<file path="config.mk">
export PLATFORM = sky130hd
export DESIGN_NAME = ttt_board_ctrl
export DESIGN_NICKNAME = d
export VERILOG_FILES = /design/src/rtl/ttt_pkg.sv /design/src/rtl/ttt_debounce.sv /design/src/rtl/ttt_board_ctrl.sv
export SDC_FILE = /design/constraint.sdc
export NUM_CORES = 1
export LEC_CHECK = 0
export CAP_MARGIN = 20
export CORE_AREA = 2 2 92 94
export DETAILED_ROUTE_END_ITERATION = 10
export DIE_AREA = 0 0 94 96
export PLACE_DENSITY_LB_ADDON = 0.05
export SLEW_MARGIN = 20
export SYNTH_ARGS = -nofsm -noshare
export SYNTH_HDL_FRONTEND = slang
export SYNTH_SLANG_ARGS = --single-unit
</file>
<file path="constraint.sdc">
create_clock -name clk -period 1.6 [get_ports clk]
set_input_delay 0.48 -clock clk [delete_from_list [all_inputs] [get_ports clk]]
set_output_delay 0.48 -clock clk [all_outputs]
set_load 0.02 [all_outputs]
</file>
<file path="src/rtl/ttt_pkg.sv">
// Shared types and constants for the tic-tac-toe board controller.
// The win-line table is only consumed when WIN_DETECT_EN is defined.
package ttt_pkg;

  localparam int N_CELLS = 9;
  localparam int N_LINES = 8;

  typedef enum logic [1:0] {
    ST_PLAY = 2'd0,
    ST_FULL = 2'd1,
    ST_WON  = 2'd2
  } state_e;

  typedef enum logic [1:0] {
    WIN_NONE = 2'b00,
    WIN_P1   = 2'b01,
    WIN_P2   = 2'b10
  } winner_e;

  // Entry 0 is the top row; then rows, columns, diagonals.
  localparam logic [N_LINES-1:0][2:0][3:0] WIN_LINES = {
    {4'd2, 4'd4, 4'd6}, {4'd0, 4'd4, 4'd8},
    {4'd2, 4'd5, 4'd8}, {4'd1, 4'd4, 4'd7}, {4'd0, 4'd3, 4'd6},
    {4'd6, 4'd7, 4'd8}, {4'd3, 4'd4, 4'd5}, {4'd0, 4'd1, 4'd2}
  };

  function automatic logic [N_CELLS-1:0] line_mask(input int l);
    logic [N_CELLS-1:0] m;
    m = '0;
    for (int k = 0; k < 3; k++) m[WIN_LINES[l][k]] = 1'b1;
    return m;
  endfunction

endpackage

</file>
<file path="src/rtl/ttt_debounce.sv">
// Per-cell switch conditioning: 2-flop synchroniser, stability counter,
// debounced level and a registered one-cycle pulse on its rising edge.
module ttt_debounce #(
  parameter int DEBOUNCE_CYCLES = 4
) (
  input  logic clk,
  input  logic rst_n,
  input  logic sw_i,
  output logic rise_o
);

  localparam int CW = $clog2(DEBOUNCE_CYCLES + 1);

  logic          s1_q, s2_q, deb_q, prev_q, rise_q;
  logic [CW-1:0] cnt_q;

  always_ff @(posedge clk or negedge rst_n) begin
    if (!rst_n) begin
      s1_q   <= 1'b0;
      s2_q   <= 1'b0;
      deb_q  <= 1'b0;
      prev_q <= 1'b0;
      rise_q <= 1'b0;
      cnt_q  <= '0;
    end else begin
      s1_q   <= sw_i;
      s2_q   <= s1_q;
      prev_q <= deb_q;
      rise_q <= deb_q & ~prev_q;
      // Any return to agreement restarts the stability count.
      if (s2_q != deb_q) begin
        if (cnt_q == CW'(DEBOUNCE_CYCLES - 1)) begin
          deb_q <= s2_q;
          cnt_q <= '0;
        end else begin
          cnt_q <= cnt_q + 1'b1;
        end
      end else begin
        cnt_q <= '0;
      end
    end
  end

  assign rise_o = rise_q;

endmodule

</file>
<file path="src/rtl/ttt_board_ctrl.sv">
// Board controller: debounced cell presses become moves on a registered board.
// Define WIN_DETECT_EN to add line checking, the WON state and the winner output.
module ttt_board_ctrl
  import ttt_pkg::*;
#(
  parameter int DEBOUNCE_CYCLES = 4
) (
  input  logic               clk,
  input  logic               rst_n,
  input  logic               clear_i,
  input  logic [N_CELLS-1:0] cell_sw_i,
  input  logic               p2_turn_i,
  output logic [N_CELLS-1:0] occupied_o,
  output logic [N_CELLS-1:0] owner_o,
  output logic [3:0]         move_count_o,
  output logic               move_valid_o,
  output logic [3:0]         move_idx_o,
  output logic               illegal_move_o,
  output logic               game_full_o,
  output logic [1:0]         winner_o
);

  logic [N_CELLS-1:0] req, free, pick;
  logic [3:0]         pick_idx;

  for (genvar gi = 0; gi < N_CELLS; gi++) begin : g_cell
    ttt_debounce #(.DEBOUNCE_CYCLES(DEBOUNCE_CYCLES)) u_db (
      .clk    (clk),
      .rst_n  (rst_n),
      .sw_i   (cell_sw_i[gi]),
      .rise_o (req[gi])
    );
  end

  state_e             state_q, state_d;
  logic [N_CELLS-1:0] occ_q, occ_d, own_q, own_d;
  logic [3:0]         cnt_q, cnt_d, idx_q, idx_d;
  logic               vld_q, vld_d, ill_q, ill_d, full_q, full_d;
  logic               win_now;

  assign free = req & ~occ_q;
  assign pick = free & (~free + 1'b1);

  always_comb begin
    pick_idx = '0;
    for (int i = N_CELLS - 1; i >= 0; i--) if (free[i]) pick_idx = 4'(i);
  end

`ifdef WIN_DETECT_EN
  winner_e win_q, win_d, win_code;
  logic    chk_q, chk_d;

  // Lines are evaluated on the board registered by the previous accept.
  always_comb begin
    win_code = WIN_NONE;
    for (int l = 0; l < N_LINES; l++) begin
      if ((occ_q & line_mask(l)) == line_mask(l)) begin
        if ((own_q & line_mask(l)) == line_mask(l)) win_code = WIN_P2;
        else if ((own_q & line_mask(l)) == '0)      win_code = WIN_P1;
      end
    end
    win_now = chk_q && (win_code != WIN_NONE);
  end

  always_ff @(posedge clk or negedge rst_n) begin
    if (!rst_n) begin
      win_q <= WIN_NONE;
      chk_q <= 1'b0;
    end else begin
      win_q <= win_d;
      chk_q <= chk_d;
    end
  end

  assign winner_o = win_q;
`else
  assign win_now  = 1'b0;
  assign winner_o = 2'b00;
`endif

  always_comb begin
    state_d = state_q;
    occ_d   = occ_q;
    own_d   = own_q;
    cnt_d   = cnt_q;
    full_d  = full_q;
    vld_d   = 1'b0;
    ill_d   = 1'b0;
    idx_d   = '0;
`ifdef WIN_DETECT_EN
    win_d   = win_q;
    chk_d   = 1'b0;
`endif
    if (clear_i) begin
      state_d = ST_PLAY;
      occ_d   = '0;
      own_d   = '0;
      cnt_d   = '0;
      full_d  = 1'b0;
`ifdef WIN_DETECT_EN
      win_d   = WIN_NONE;
`endif
    end else begin
`ifdef WIN_DETECT_EN
      if (win_now) begin
        win_d   = win_code;
        state_d = ST_WON;
      end
`endif
      if (|req) begin
        if (state_q == ST_PLAY && !win_now && |free) begin
          occ_d = occ_q | pick;
          own_d = p2_turn_i ? (own_q | pick) : own_q;
          cnt_d = cnt_q + 4'd1;
          vld_d = 1'b1;
          idx_d = pick_idx;
          ill_d = |(req & ~pick);
`ifdef WIN_DETECT_EN
          chk_d = 1'b1;
`endif
          if (cnt_q == 4'(N_CELLS - 1)) begin
            full_d  = 1'b1;
            state_d = ST_FULL;
          end
        end else begin
          ill_d = 1'b1;
        end
      end
    end
  end

  always_ff @(posedge clk or negedge rst_n) begin
    if (!rst_n) begin
      state_q <= ST_PLAY;
      occ_q   <= '0;
      own_q   <= '0;
      cnt_q   <= '0;
      idx_q   <= '0;
      vld_q   <= 1'b0;
      ill_q   <= 1'b0;
      full_q  <= 1'b0;
    end else begin
      state_q <= state_d;
      occ_q   <= occ_d;
      own_q   <= own_d;
      cnt_q   <= cnt_d;
      idx_q   <= idx_d;
      vld_q   <= vld_d;
      ill_q   <= ill_d;
      full_q  <= full_d;
    end
  end

  assign occupied_o     = occ_q;
  assign owner_o        = own_q;
  assign move_count_o   = cnt_q;
  assign move_valid_o   = vld_q;
  assign move_idx_o     = idx_q;
  assign illegal_move_o = ill_q;
  assign game_full_o    = full_q;

endmodule

</file>
; Yosys cells after proc, flatten, opt, wreduce, memory -nomap -nowiden
; Cells that the tools add are included.
[totals]
regBits = 103
input_bits = 13
output_inout_bits = 31
elab_cells = 193
[op_classes]
add_sub_neg = 11
eq_ne = 19
mux = 54
n_bitwise = 26
reduce_logical = 21
[ops]
columns = op, n
row1 = $mux W9, 7
row2 = $mux W4, 15
row3 = $mux W3, 18
row4 = $add A3 B1 Y3 const B, 9
row5 = $and A9 B9 Y9, 3
row6 = $eq A3 B2 Y1 const B, 9
row7 = $not A9 Y9, 3
row8 = $reduce_or A9 Y1, 3
row9 = $reduce_and A2 Y1, 10
row10 = $or A9 B9 Y9, 2
row11 = $mux W1, 10
row12 = $add A9 B1 Y9 const B, 1
row13 = $and A1 B1 Y1, 9
row14 = $ne A1 B1 Y1, 9
row15 = $not A1 Y1, 9
row16 = $mux W2, 4
row17 = $reduce_bool A2 Y1, 4
row18 = $reduce_and A3 Y1, 2
row19 = $add A4 B1 Y4 const B, 1
row20 = $eq A4 B4 Y1 const B, 1
row21 = $logic_not A2 Y1, 1
row22 = $logic_and A1 B1 Y1, 1

; Longest topological paths before layout
; Gate-level depths: netlist (run 1).
[depth]
word_depth = 14
ltp_mapped = 7
ltp_nobuf = 5

; Hierarchy
; A second synthesis (run 1) with hierarchy kept.
[hier_totals]
cells_unflattened = 292
area_unflattened_um2 = 4017.6
[by_module_without_submodules]
columns = mod, instances, cells_per_inst, area_per_inst_um2, seq_area_each_um2
row1 = ttt_debounce, 9, 16, 277.8, 200.2
row2 = ttt_board_ctrl, 1, 148, 1517.7, 725.7

; Worst setup path after synthesis (run 1)
; OpenSTA, ideal clock, no wires.
[synth_path]
kind = reg-to-reg
from = register occ_q[1] (netlist: occupied_o[1])
to = register ill_q (netlist: illegal_move_o)
setup_ps = 124
t_arrival_ps = 1548
required_ps = 1476
setup_slack_ps = -72
path_stages_with_launch = 7
path_buffers = 1
period_less_slack_ps = 1672
cell_sequence = dfrtp_1 -> nand2b_2 -> and4_4 -> buf_6 -> a31oi_4 -> o311ai_1 -> o31a_1
[synth_via]
elab_chain_cells = 11
elab_cells_between_ends = 13
classes_between = add/sub: 1 / mux: 3 / bitwise: 6 / reduce/logical: 3
[synth_lines]
columns = element, line_no
row1 = start: declaration, ttt_board_ctrl.sv:36  ; logic [N_CELLS-1:0] occ_q, occ_d, own_q, own_d;
row2 = start signal: assignment, ttt_board_ctrl.sv:135  ; occ_q <= '0;
row3 = start signal: assignment, ttt_board_ctrl.sv:144  ; occ_q <= occ_d;
row4 = $not A9 Y9 (*), ttt_board_ctrl.sv:41  ; assign free = req & ~occ_q;
row5 = $and A9 B9 Y9 (*), ttt_board_ctrl.sv:41
row6 = $not A9 Y9, ttt_board_ctrl.sv:42  ; assign pick = free & (~free + 1'b1);
row7 = $add A9 B1 Y9, ttt_board_ctrl.sv:42
row8 = $and A9 B9 Y9, ttt_board_ctrl.sv:42
row9 = $not A9 Y9, ttt_board_ctrl.sv:117  ; ill_d = |(req & ~pick);
row10 = $and A9 B9 Y9, ttt_board_ctrl.sv:117
row11 = $reduce_or A9 Y1, ttt_board_ctrl.sv:117
row12 = $mux W1 (*), ttt_board_ctrl.sv:111  ; if (state_q == ST_PLAY && !win_now && |free) begin
row13 = $mux W1 (*), ttt_board_ctrl.sv:110  ; if (|req) begin
row14 = $mux W1 (*), ttt_board_ctrl.sv:94  ; if (clear_i) begin
row15 = via ill_d, ttt_board_ctrl.sv:38  ; logic vld_q, vld_d, ill_q, ill_d, full_q, full_d;
row16 = end signal: assignment, ttt_board_ctrl.sv:149  ; ill_q <= ill_d;
row17 = end: declaration, ttt_board_ctrl.sv:38
; Mark *: on every way through the listed nets, which the timed path passes. The rest lies on a longest branch.
; A chain may end at the register's enable or synchronous reset.

; Worst setup path in the final report (run 1)
[layout_path]
from = register g_cell[4].u_db.rise_q
to = register own_q[0] (netlist: owner_o[0])
[layout_via]
elab_chain_cells = 5
elab_cells_between_ends = 7
classes_between = bitwise: 1 / reduce/logical: 6
[layout_lines]
columns = element, line_no
row1 = start: declaration, ttt_debounce.sv:14  ; logic s1_q, s2_q, deb_q, prev_q, rise_q;
row2 = start signal: assignment, ttt_debounce.sv:29  ; rise_q <= deb_q & ~prev_q;
row3 = $and A9 B9 Y9, ttt_board_ctrl.sv:41
row4 = $reduce_or A9 Y1, ttt_board_ctrl.sv:111
row5 = $logic_and A1 B1 Y1, ttt_board_ctrl.sv:111
row6 = $reduce_bool A2 Y1 (no line), n/a
row7 = $reduce_and A3 Y1 (no line) (*), n/a
row8 = end signal: assignment, ttt_board_ctrl.sv:145  ; own_q <= own_d;
row9 = end: declaration, ttt_board_ctrl.sv:36
; Every way passes the cells marked *; elsewhere a longest branch is shown, timed or not.

==> run_results.csv, run 1 <==
group,metric,value,unit
status,outcome,"finished with violations",
status,violations,"setup timing",
timing,finalHoldWorstSlack,357,ps
global_route,grt_first_pass_wirelength,12200,um
synthesis,netlist-cell-type-count,42,
route,ant_nets,0,
timing,finalSetupViolCount,16,
floorplan,floorplan.rows,33,
timing,slew-limit-headroom,63.7,%
route,drt-vias-per-instance,5.16,
synthesis,netlist_instances,292,
power,total_power_after_layout,9.99,mW
route,vias,2515,
floorplan,io-pin-count,44,
critical_path,reg2reg_setup_slack,-70,ps
timing,number_of_failing_hold_endpoints_at_the_final_stage,0,
critical_path,crit_path_most_repeated_cell,"a31oi_4",
global_route,grt_pass1_vias,2487,
power,p_leak,2.35,nW
clock_network,clk_transition_reported_paths,100,ps
hold_path,worstHoldPathType,"register to register",
synthesis,synthFlopType,"dfrtp_1",
timing,final_min_period_over_clock_period,104,%
critical_path,critical_path_class,"register to register",
synthesis,ys_ff_latch,101,
clock_network,tritoncts.num_buffers,9,
layout,final_nets,401,
critical_path,max_stage_delay,400,ps
route,firstDrtPassIters,4,
place,detailedPlacementHpwl,5050,um
critical_path,timing.critical_path.arrival,1920,ps
job,maxCapViolCount,0,
timing,clock_skew,12.7,ps
layout,area.growth.synth_to_final,29.4,%
synthesis,sequential_fraction_of_the_synthesis_area,64.6,%
timing,finalWorstPathRequiredPeriod,1670,ps
synthesis,ys.warnings.count,0,
synthesis,largest_cells_by_area_after_synthesis,"dfrtp_1 (65%), ha_1 (3.5%), nor3b_1 (3.3%)",
critical_path,start_kind,"register",
floorplan,floorplan.die.width,94,um
route,wire_per_inst,15.2,um
clock_network,level_count_of_the_clock_h_tree,3,
clock_network,tritoncts_clock_tree,"yes",
critical_path,reg2reg_from,"g_cell[4].u_db.rise_o",
hold_path,holdPathStages,0,
synthesis,avgSynthCellArea,13.4,um^2
global_route,grt.total_usage,17.9,%
layout,final_layout_size_suffix_gt1_share,30.6,%
floorplan,dieHeight,96,um
critical_path,timing.critical_path.cells,"nor2b_4, nor4_4, a31oi_4, buf_4, buf_12, a31oi_4, nor2_1",
route,drt-initial-drc-count,118,
global_route,overflow,0,
floorplan,initial_utilization,48.6,%
place,finalWeightedCongestion,0.826,
floorplan,fp.coreArea,8050,um^2
power,worst_vdd_rail_ir_drop,991,uV
timing,slew_viol_final,0,
synthesis,synth_cell_count_leaders,"dfrtp_1 (101), nor2_1 (24), nor2b_1 (20), nor3b_1 (17), ha_1 (11)",
synthesis,synthDominantCellAreaShare,64.6,%
place,numPortBuffers,41,
timing,fmaxAchievable,599,MHz
place,placed_cell_count,462,
timing,rsz0062_at_grt,"true",
synthesis,synthDominantAreaCellType,"dfrtp_1",
critical_path,timing.rr.end,"owner_o[0]",
clock_network,cts_num_sinks,101,
critical_path,critical_path.max_fanout,8,
synthesis,async_flop_share,100,%
layout,antenna_cells_inserted,0,
critical_path,crit_path_end_kind,"register",
clock_network,root_buffer,"clkbuf_8",
synthesis,yosys.cell_count.top_type,"dfrtp_1",
hold_path,min_from,"g_cell[6].u_db.s1_q",
layout,layout.cells.non_filler,487,
global_route,grt_max_degree,59,
clock_network,clock_tree.buffer_depth,2,
power,power_density,1970,nW/um^2
timing,worst_slew_pin_slew,537,ps
critical_path,worstRegToRegCells,7,
route,post-route-drc-count,0,
global_route,initial_antenna_violation_count,0,
critical_path,timing.critical_path.required,1850,ps
synthesis,synth.cell_area,3920,um^2
critical_path,crit_path_top_delay_cell,"dfrtp_1",
route,routed_wl,7380,um
hold_path,hold_path_end,"g_cell[6].u_db.s2_q",
clock_network,insertion_delay,370,ps
floorplan,floorplan.die_area,9020,um^2
timing,fin_ws,-68.1,ps
synthesis,number_of_enable_flip_flop_cells_after_synthesis,0,
[timing repair]
item                       CTS  global route
setup endpoints to repair   34            38
resized for setup           60            32
pin swaps                   12             3
buffers inserted             1             6
hold endpoints to repair     3             0
cloned                       1             0
hold buffers                 1             0
[layer usage]
| metal | share of wire (%) | vias to the layer above | GRT usage (%) |
|---|---|---|---|
| met3 | 4.8 | 13 | 4.07 |
| met5 | 0 | - | 0 |
| li1 | - | 1187 | - |
| met2 | 47 | 58 | 27.5 |
| met4 | 2.1 | 0 | 8.45 |
| met1 | 46 | 1257 | 24.2 |
[where the power goes]
part	total, mW	internal [mW]	switching [mW]	leakage, nW
combinational	4.27	2.18	2.09	0.946
sequential	3.84	3.30	0.536	1.28
clock	1.88	0.989	0.894	0.122
total	9.99	6.47	3.52	2.35
[final cells by class]
cell class	count	area, um^2
clock buffers	11	151
flip-flops and latches	101	2540
inverters	8	30.0
clock inverters	5	88.8
well taps	105	131
multi-input cells	177	1430
repair buffers	80	698
fillers	640	2980
[critical path, delay by kind of cell (launching register included)]
kind | cells | cell delay [ps]
compound gates | 2 | 330
buf+inv | 2 | 300
simple gates | 3 | 510
flops | 1 | 400
[stage by stage]
| stage | setup WS [ps] | utilization, % | area (um^2) | TNS (ps) |
|---|---|---|---|---|
| finish | -68.1 | 62.9 | 5070 | -421 |
| global route | -150 | 62.9 | 5070 | -2350 |
| CTS | -124 | 62.1 | 5000 | -427 |
| detailed placement | -126 | 58.2 | 4680 | -704 |
| global placement | -95.2 | 58.2 | 4680 | -409 |
| floorplan | -29.6 | - | 3940 | -29.6 |
[worst max-delay path by stage]
stage / from / endpoint / depth (start not counted)
floorplan: occupied_o[3] / illegal_move_o / 6
finish: g_cell[4].u_db.rise_o / owner_o[0] / 7
global placement: clear_i / move_idx_o[1] / 4
global route: g_cell[4].u_db.rise_o / move_count_o[3] / 7
CTS: occupied_o[1] / illegal_move_o / 5
detailed placement: clear_i / move_idx_o[1] / 4
[cells in the final DEF, fill, tap and decap left out, drive strengths merged, types with 3 or more instances in the layout]
| cell | synthesis | layout |
|---|---|---|
| a41oi | 5 | 5 |
| clkdlybuf4s50 | 0 | 11 |
| ha | 11 | 11 |
| dlygate4sd2 | 0 | 10 |
| buf | 5 | 43 |
| nand2 | 5 | 5 |
| mux2 | 9 | 9 |
| a21o | 3 | 3 |
| nor3b | 17 | 17 |
| nand2b | 11 | 11 |
| nand3 | 6 | 6 |
| nor2 | 24 | 24 |
| o22ai | 3 | 3 |
| nor2b | 22 | 22 |
| inv | 8 | 11 |
| a31oi | 10 | 10 |
| xnor2 | 9 | 9 |
| a21oi | 8 | 8 |
| nor3 | 11 | 11 |
| clkdlybuf4s15 | 0 | 7 |
| and3b | 6 | 6 |
| dfrtp | 101 | 101 |
| clkbuf | 2 | 19 |
[registers in the layout, indices dropped and copies added (netlist names)]
signal	count
g_cell.u_db.cnt_q	27
state_q	1
g_cell.u_db.rise_o	9
move_valid_o	1
move_idx_o	4
illegal_move_o	1
g_cell.u_db.deb_q	9
g_cell.u_db.prev_q	9
g_cell.u_db.s2_q	9
occupied_o	9
g_cell.u_db.s1_q	9
owner_o	9
move_count_o	4
[cell families after synthesis]
logic type	Yosys count	share of synthesized area, %
other	1	0.0958
AND/OR/NAND/NOR	107	17.4
AO/OA/AOI/OAI	39	7.67
buffers and inverters	15	2.21
multiplexers	9	2.59
adder cells (fa/ha/maj)	11	3.52
XOR/XNOR	9	2.01
flip-flops	101	64.6
Power figures use the tool's default switching activity.
==> run 2: changes to the inputs <==
- PLACE_DENSITY: default -> 0.82
- PLACE_DENSITY_LB_ADDON: 0.05 -> default
- clock period: 1.6 -> 1.4 ns (I/O delays scaled with it)
==> run 2 against run 1 <==
Compared with the run above: the flow still finishes with violations (setup timing); via count rose by 4.8%; clock power rose by 9%; non-clock buffer count rose by 24; final area is 3.7% higher; global-route usage grew 0.71 points; worst setup slack worse by 170 ps; clock skew decreased by 5.7 ps; sequential cell count did not move; die area did not move; fmax increased by 2.0%; critical path type unchanged; largest cell class unchanged.
==> run_results.csv, run 2 (same netlist as run 1, synthesis figures left out) <==
group,metric,value,unit
critical_path,critical_path_class,"register to register",
timing,finalWorstPathRequiredPeriod,1630,ps
place,detailedPlacementHpwl,5350,um
floorplan,floorplan.die.width,94,um
floorplan,floorplan.die_area,9020,um^2
global_route,grt.total_usage,18.6,%
place,finalWeightedCongestion,0.914,
timing,number_of_failing_hold_endpoints_at_the_final_stage,0,
global_route,grt_first_pass_wirelength,12700,um
global_route,grt_max_degree,41,
route,wire_per_inst,15.3,um
floorplan,fp.coreArea,8050,um^2
power,total_power_after_layout,12.0,mW
layout,fillers,597,
layout,area.growth.synth_to_final,34.2,%
route,firstDrtPassIters,4,
critical_path,timing.critical_path.arrival,1870,ps
global_route,grt_pass1_vias,2780,
route,routed_wl,7790,um
hold_path,worstHoldPathType,"register to register",
critical_path,crit_path_end_kind,"register",
floorplan,io-pin-count,44,
floorplan,dieHeight,96,um
status,violations,"setup timing",
layout,largest-register,"g_cell.u_db.cnt_q",
status,outcome,"finished with violations",
place,placed_cell_count,485,
timing,final_min_period_over_clock_period,117,%
power,p_leak,2.47,nW
floorplan,initial_utilization,48.6,%
route,drt-vias-per-instance,5.16,
timing,finalSetupViolCount,33,
clock_network,tritoncts_clock_tree,"yes",
route,drt-initial-drc-count,95,
critical_path,timing.critical_path.required,1640,ps
layout,largest_reg_flops,27,
timing,clock_skew,7.04,ps
timing,fin_tns_setup,-4250,ps
global_route,overflow,0,
layout,layout.cells.non_filler,511,
clock_network,tritoncts.num_buffers,9,
timing,rsz0062_at_grt,"true",
critical_path,critical_path.max_fanout,4,
clock_network,clk_transition_reported_paths,90,ps
clock_network,level_count_of_the_clock_h_tree,3,
global_route,initial_antenna_violation_count,0,
job,maxCapViolCount,0,
clock_network,clock_tree.buffer_depth,2,
place,numPortBuffers,41,
timing,fmaxAchievable,612,MHz
layout,layout.cells.most_common_list,"dfrtp_1 (93), buf_4 (53), nor2_1 (21), buf_2 (21)",
clock_network,cts_num_sinks,101,
layout,layout.cells.most_common,"dfrtp_1",
route,ant_nets,0,
power,power_density,2290,nW/um^2
layout,antenna_cells_inserted,0,
clock_network,insertion_delay,350,ps
critical_path,start_kind,"register",
route,post-route-drc-count,0,
route,vias,2636,
clock_network,root_buffer,"clkbuf_8",
timing,fin_ws,-235,ps
layout,final_layout_size_suffix_gt1_share,40.1,%
floorplan,floorplan.rows,33,
timing,slew_viol_final,0,
layout,final_nets,425,
power,worst_vdd_rail_ir_drop,899,uV
==> run 2: through the flow <==
stage / utilization, % / instance area, um^2 / hold slack (ps) / setup WS, ps
global route: 65.3 / 5260 / 362 / -271
floorplan: - / 3980 / 124 / -229
global placement: 60.8 / 4900 / 297 / -212
detailed placement: 60.8 / 4900 / 293 / -273
finish: 65.3 / 5260 / 354 / -235
CTS: 63.7 / 5130 / 357 / -199
==> run 2: what timing repair did <==
item                                    in CTS  in global routing
hold buffers                                 1                  0
endpoints found under the setup margin      54                 36
buffers inserted                             5                  5
gates resized for setup                    143                 21
endpoints found under the hold margin       12                  0
pin swaps                                    0                 10
==> run 2: layer usage <==
| metal | wire length (um) | GRT usage, % |
|---|---|---|
| met1 | 3210 | 22.5 |
| met2 | 4120 | 32.4 |
| met3 | 282 | 3.92 |
| met4 | 180 | 7.85 |
| met5 | 0 | 0 |
==> run 2: layout make-up <==
class                   count  area (um^2)  area share, %
well taps                 105          131           2.50
flip-flops and latches    101         2540           48.3
clock buffers              12          155           2.95
clock inverters             4         77.6           1.48
multi-input cells         177         1470           28.0
repair buffers            104          852           16.2
inverters                   8         30.0          0.571
==> run 2: worst max-delay path, stage by stage (launching register included) <==
cell	delay, ps
dfrtp_2	420
nand2b_4	160
and4_4	250
buf_6	110
a21o_1	160
nand3_2	100
o31a_1	300
==> run 2: report_power, final <==
group	internal (mW)	total, mW	switching, mW
clock network	1.12	2.05	0.937
logic	2.88	5.57	2.69
registers	3.78	4.39	0.611
total	7.78	12.0	4.23
==> run 2: final timing paths <==
kind	to	start	cells past startpoint	slack [ps]
setup / recovery	illegal_move_o	occupied_o[1]	6	-230
min in group asynchronous	move_count_o[3]	rst_n	2	460
setup reg to reg	illegal_move_o	occupied_o[1]	6	-230
hold / removal	g_cell[8].u_db.s2_q	g_cell[8].u_db.s1_q	0	350
max in group asynchronous	g_cell[8].u_db.deb_q	rst_n	3	410
hold reg to reg	g_cell[8].u_db.s2_q	g_cell[8].u_db.s1_q	0	350
==> run 3: changes to the inputs <==
- CELL_PAD_IN_SITES_DETAIL_PLACEMENT: default -> 1
- CELL_PAD_IN_SITES_GLOBAL_PLACEMENT: default -> 1
- CORE_AREA: 2 2 92 94 -> 2 2 101 103
- DIE_AREA: 0 0 94 96 -> 0 0 103 105
==> run 3 against run 2 <==
Compared with the run above: the flow still finishes with violations (setup timing); via count up 3.5%; utilization decreased by 10 points; sequential cell count did not move; critical path type unchanged; critical endpoint is now move_count_o[3]; largest cell class unchanged.
==> run_results.csv, run 3 (same netlist as run 1, synthesis figures left out) <==
group,metric,value,unit
floorplan,floorplan.die_area,10800,um^2
critical_path,timing.critical_path.required,1690,ps
clock_network,clk_transition_reported_paths,100,ps
timing,finalHoldWorstSlack,38.5,ps
timing,finalSetupViolCount,34,
layout,area.growth.synth_to_final,36.0,%
timing,slew_viol_final,0,
floorplan,floorplan.rows,36,
route,met2_wirelength,5150,um
critical_path,crit_path_end_kind,"register",
layout,largest_reg_flops,27,
timing,clock_skew,10.7,ps
power,p_sw_share,38.2,%
floorplan,fp.coreArea,9640,um^2
route,routed_wl,9760,um
timing,fin_ws,-302,ps
floorplan,floorplan.die.width,103,um
floorplan,initial_utilization,40.6,%
route,drt-vias-per-instance,5.06,
route,met3_length,464,um
layout,fillers,995,
timing,fmaxAchievable,587,MHz
hold_path,worstHoldPathType,"input pin to asynchronous set/reset pin",
critical_path,crit_path_top_delay_cell,"dfrtp_1",
timing,number_of_failing_hold_endpoints_at_the_final_stage,0,
place,numPortBuffers,41,
route,ant_nets,0,
power,internal_power,7.59,mW
status,violations,"setup timing",
layout,final_layout_size_suffix_gt1_share,42.1,%
clock_network,tritoncts_clock_tree,"yes",
global_route,grt_pass1_vias,2906,
route,wire_per_inst,18.1,um
clock_network,tritoncts.num_buffers,9,
power,switching_power_total,4.68,mW
clock_network,cts_hold_repair.buffers,0,
floorplan,io-pin-count,44,
critical_path,start_kind,"register",
layout,layout.cells.most_common_list,"dfrtp_1 (91), buf_4 (53), buf_6 (21)",
route,drt-initial-drc-count,72,
power,comb_power_share,48.2,%
critical_path,max_stage_delay,410,ps
power,total_power_after_layout,12.3,mW
route,post-route-drc-count,0,
layout,layout.cells.most_common,"dfrtp_1",
clock_network,level_count_of_the_clock_h_tree,3,
timing,rsz0062_at_grt,"true",
critical_path,critical_path.max_fanout,8,
route,firstDrtPassIters,4,
route,routedLengthMet1,4000,um
power,sequential_fraction_of_design_power,36.5,%
timing,finalWorstPathRequiredPeriod,1700,ps
clock_network,insertion_delay,370,ps
layout,largest-register,"g_cell.u_db.cnt_q",
place,detailedPlacementHpwl,6120,um
clock_network,clock_tree.buffer_depth,2,
layout,multiInputGateArea,1500,um^2
global_route,grt_first_pass_wirelength,14600,um
global_route,initial_antenna_violation_count,0,
critical_path,cp.buffers_inverters,1,
global_route,grt.total_usage,17.4,%
critical_path,timing.critical_path.arrival,2000,ps
clock_network,cts_num_sinks,101,
timing,final_min_period_over_clock_period,122,%
route,top_layer,"met4",
place,finalWeightedCongestion,0.873,
power,worst_vdd_rail_ir_drop,725,uV
route,vias,2727,
global_route,grt_max_degree,69,
status,outcome,"finished with violations",
critical_path,timing.critical_path.cells,"nor2b_4, nor4_4, a31oi_4, buf_12, a21o_1, a21oi_2",
layout,antenna_cells_inserted,0,
layout,regArea,2540,um^2
clock_network,root_buffer,"clkbuf_8",
layout,final_nets,425,
power,power_density,2310,nW/um^2
floorplan,dieHeight,105,um
job,maxCapViolCount,0,
power,p_leak,2.45,nW
critical_path,critical_path_class,"register to register",
global_route,overflow,0,
power,clkPwrFrac,15.3,%
critical_path,cp_top_family,"simple AND/OR/NAND/NOR gates",
==> run 3: changes by cell type in the layout (fill, tap and decap cells not counted), sizes merged <==
cell         before  now
dlygate4sd3       1    0
clkbuf           12   11
bufinv            2    1
clkinvlp          0    2
inv               9   10
==> run 3: worst register-to-register path: stages, from the launching register on <==
cell     delay, ps
dfrtp_1        410
nor2b_4        150
nor4_4         360
a31oi_4        220
buf_12         200
a21o_1         160
a21oi_2        120
==> run 3: cell type report <==
class	instances	share of cell area [%]
Sequential cell	101	47.7
Multi-Input combinational cell	177	28.2
Timing Repair Buffer	104	16.7
Tap cell	133	3.13
Clock buffer	10	2.40
Clock inverter	6	1.32
Inverter	8	0.564
==> run 3: per-layer routing <==
metal | up-vias | GRT usage, %
li1 | 1235 | -
met1 | 1416 | 22.2
met2 | 62 | 28.3
met3 | 14 | 4.88
met4 | 0 | 5.83
met5 | - | 0
==> run 3: power by group through the flow <==
| stage | Sequential, mW | Combinational [mW] | Clock (mW) |
|---|---|---|---|
| 2_1_floorplan | 4.62 | 2.52 | 0 |
| 3_3_place_gp | 4.40 | 4.60 | 0 |
| 3_5_place_dp | 4.48 | 4.83 | 0 |
| 4_1_cts | 4.45 | 4.96 | 1.93 |
| 5_1_grt | 4.57 | 6.35 | 2.06 |
| 6_report | 4.48 | 5.92 | 1.88 |
==> run 3: final timing paths <==
kind                                       start                   end  slack (ps)  cells after the start
setup / recovery           g_cell[6].u_db.rise_o       move_count_o[3]        -300                      6
hold / removal                             rst_n  g_cell[5].u_db.deb_q          40                      2
setup reg to reg           g_cell[6].u_db.rise_o       move_count_o[3]        -300                      6
hold reg to reg              g_cell[6].u_db.s1_q   g_cell[6].u_db.s2_q         350                      0
max in group asynchronous                  rst_n         occupied_o[1]         980                      2
min in group clk             g_cell[6].u_db.s1_q   g_cell[6].u_db.s2_q         350                      0
==> run 3: stage by stage <==
step                TNS [ps]  instance area (um^2)  setup slack [ps]  instances  util (%)
global route           -8550                  5320              -372        539      55.2
global placement       -3620                  4870              -186        506      50.5
finish                 -6620                  5320              -302        539      55.2
floorplan              -2920                  3980              -229        293         -
detailed placement     -4890                  4870              -235        506      50.5
CTS                    -3990                  5030              -234        528      52.2
==> run 3: repair_timing <==
item                                    CTS  global route
pin swaps                                 2            18
resized for setup                       139            42
hold endpoints to repair                  0             0
endpoints found under the setup margin   56            40
gates cloned                              0             1
setup buffers                             6            12
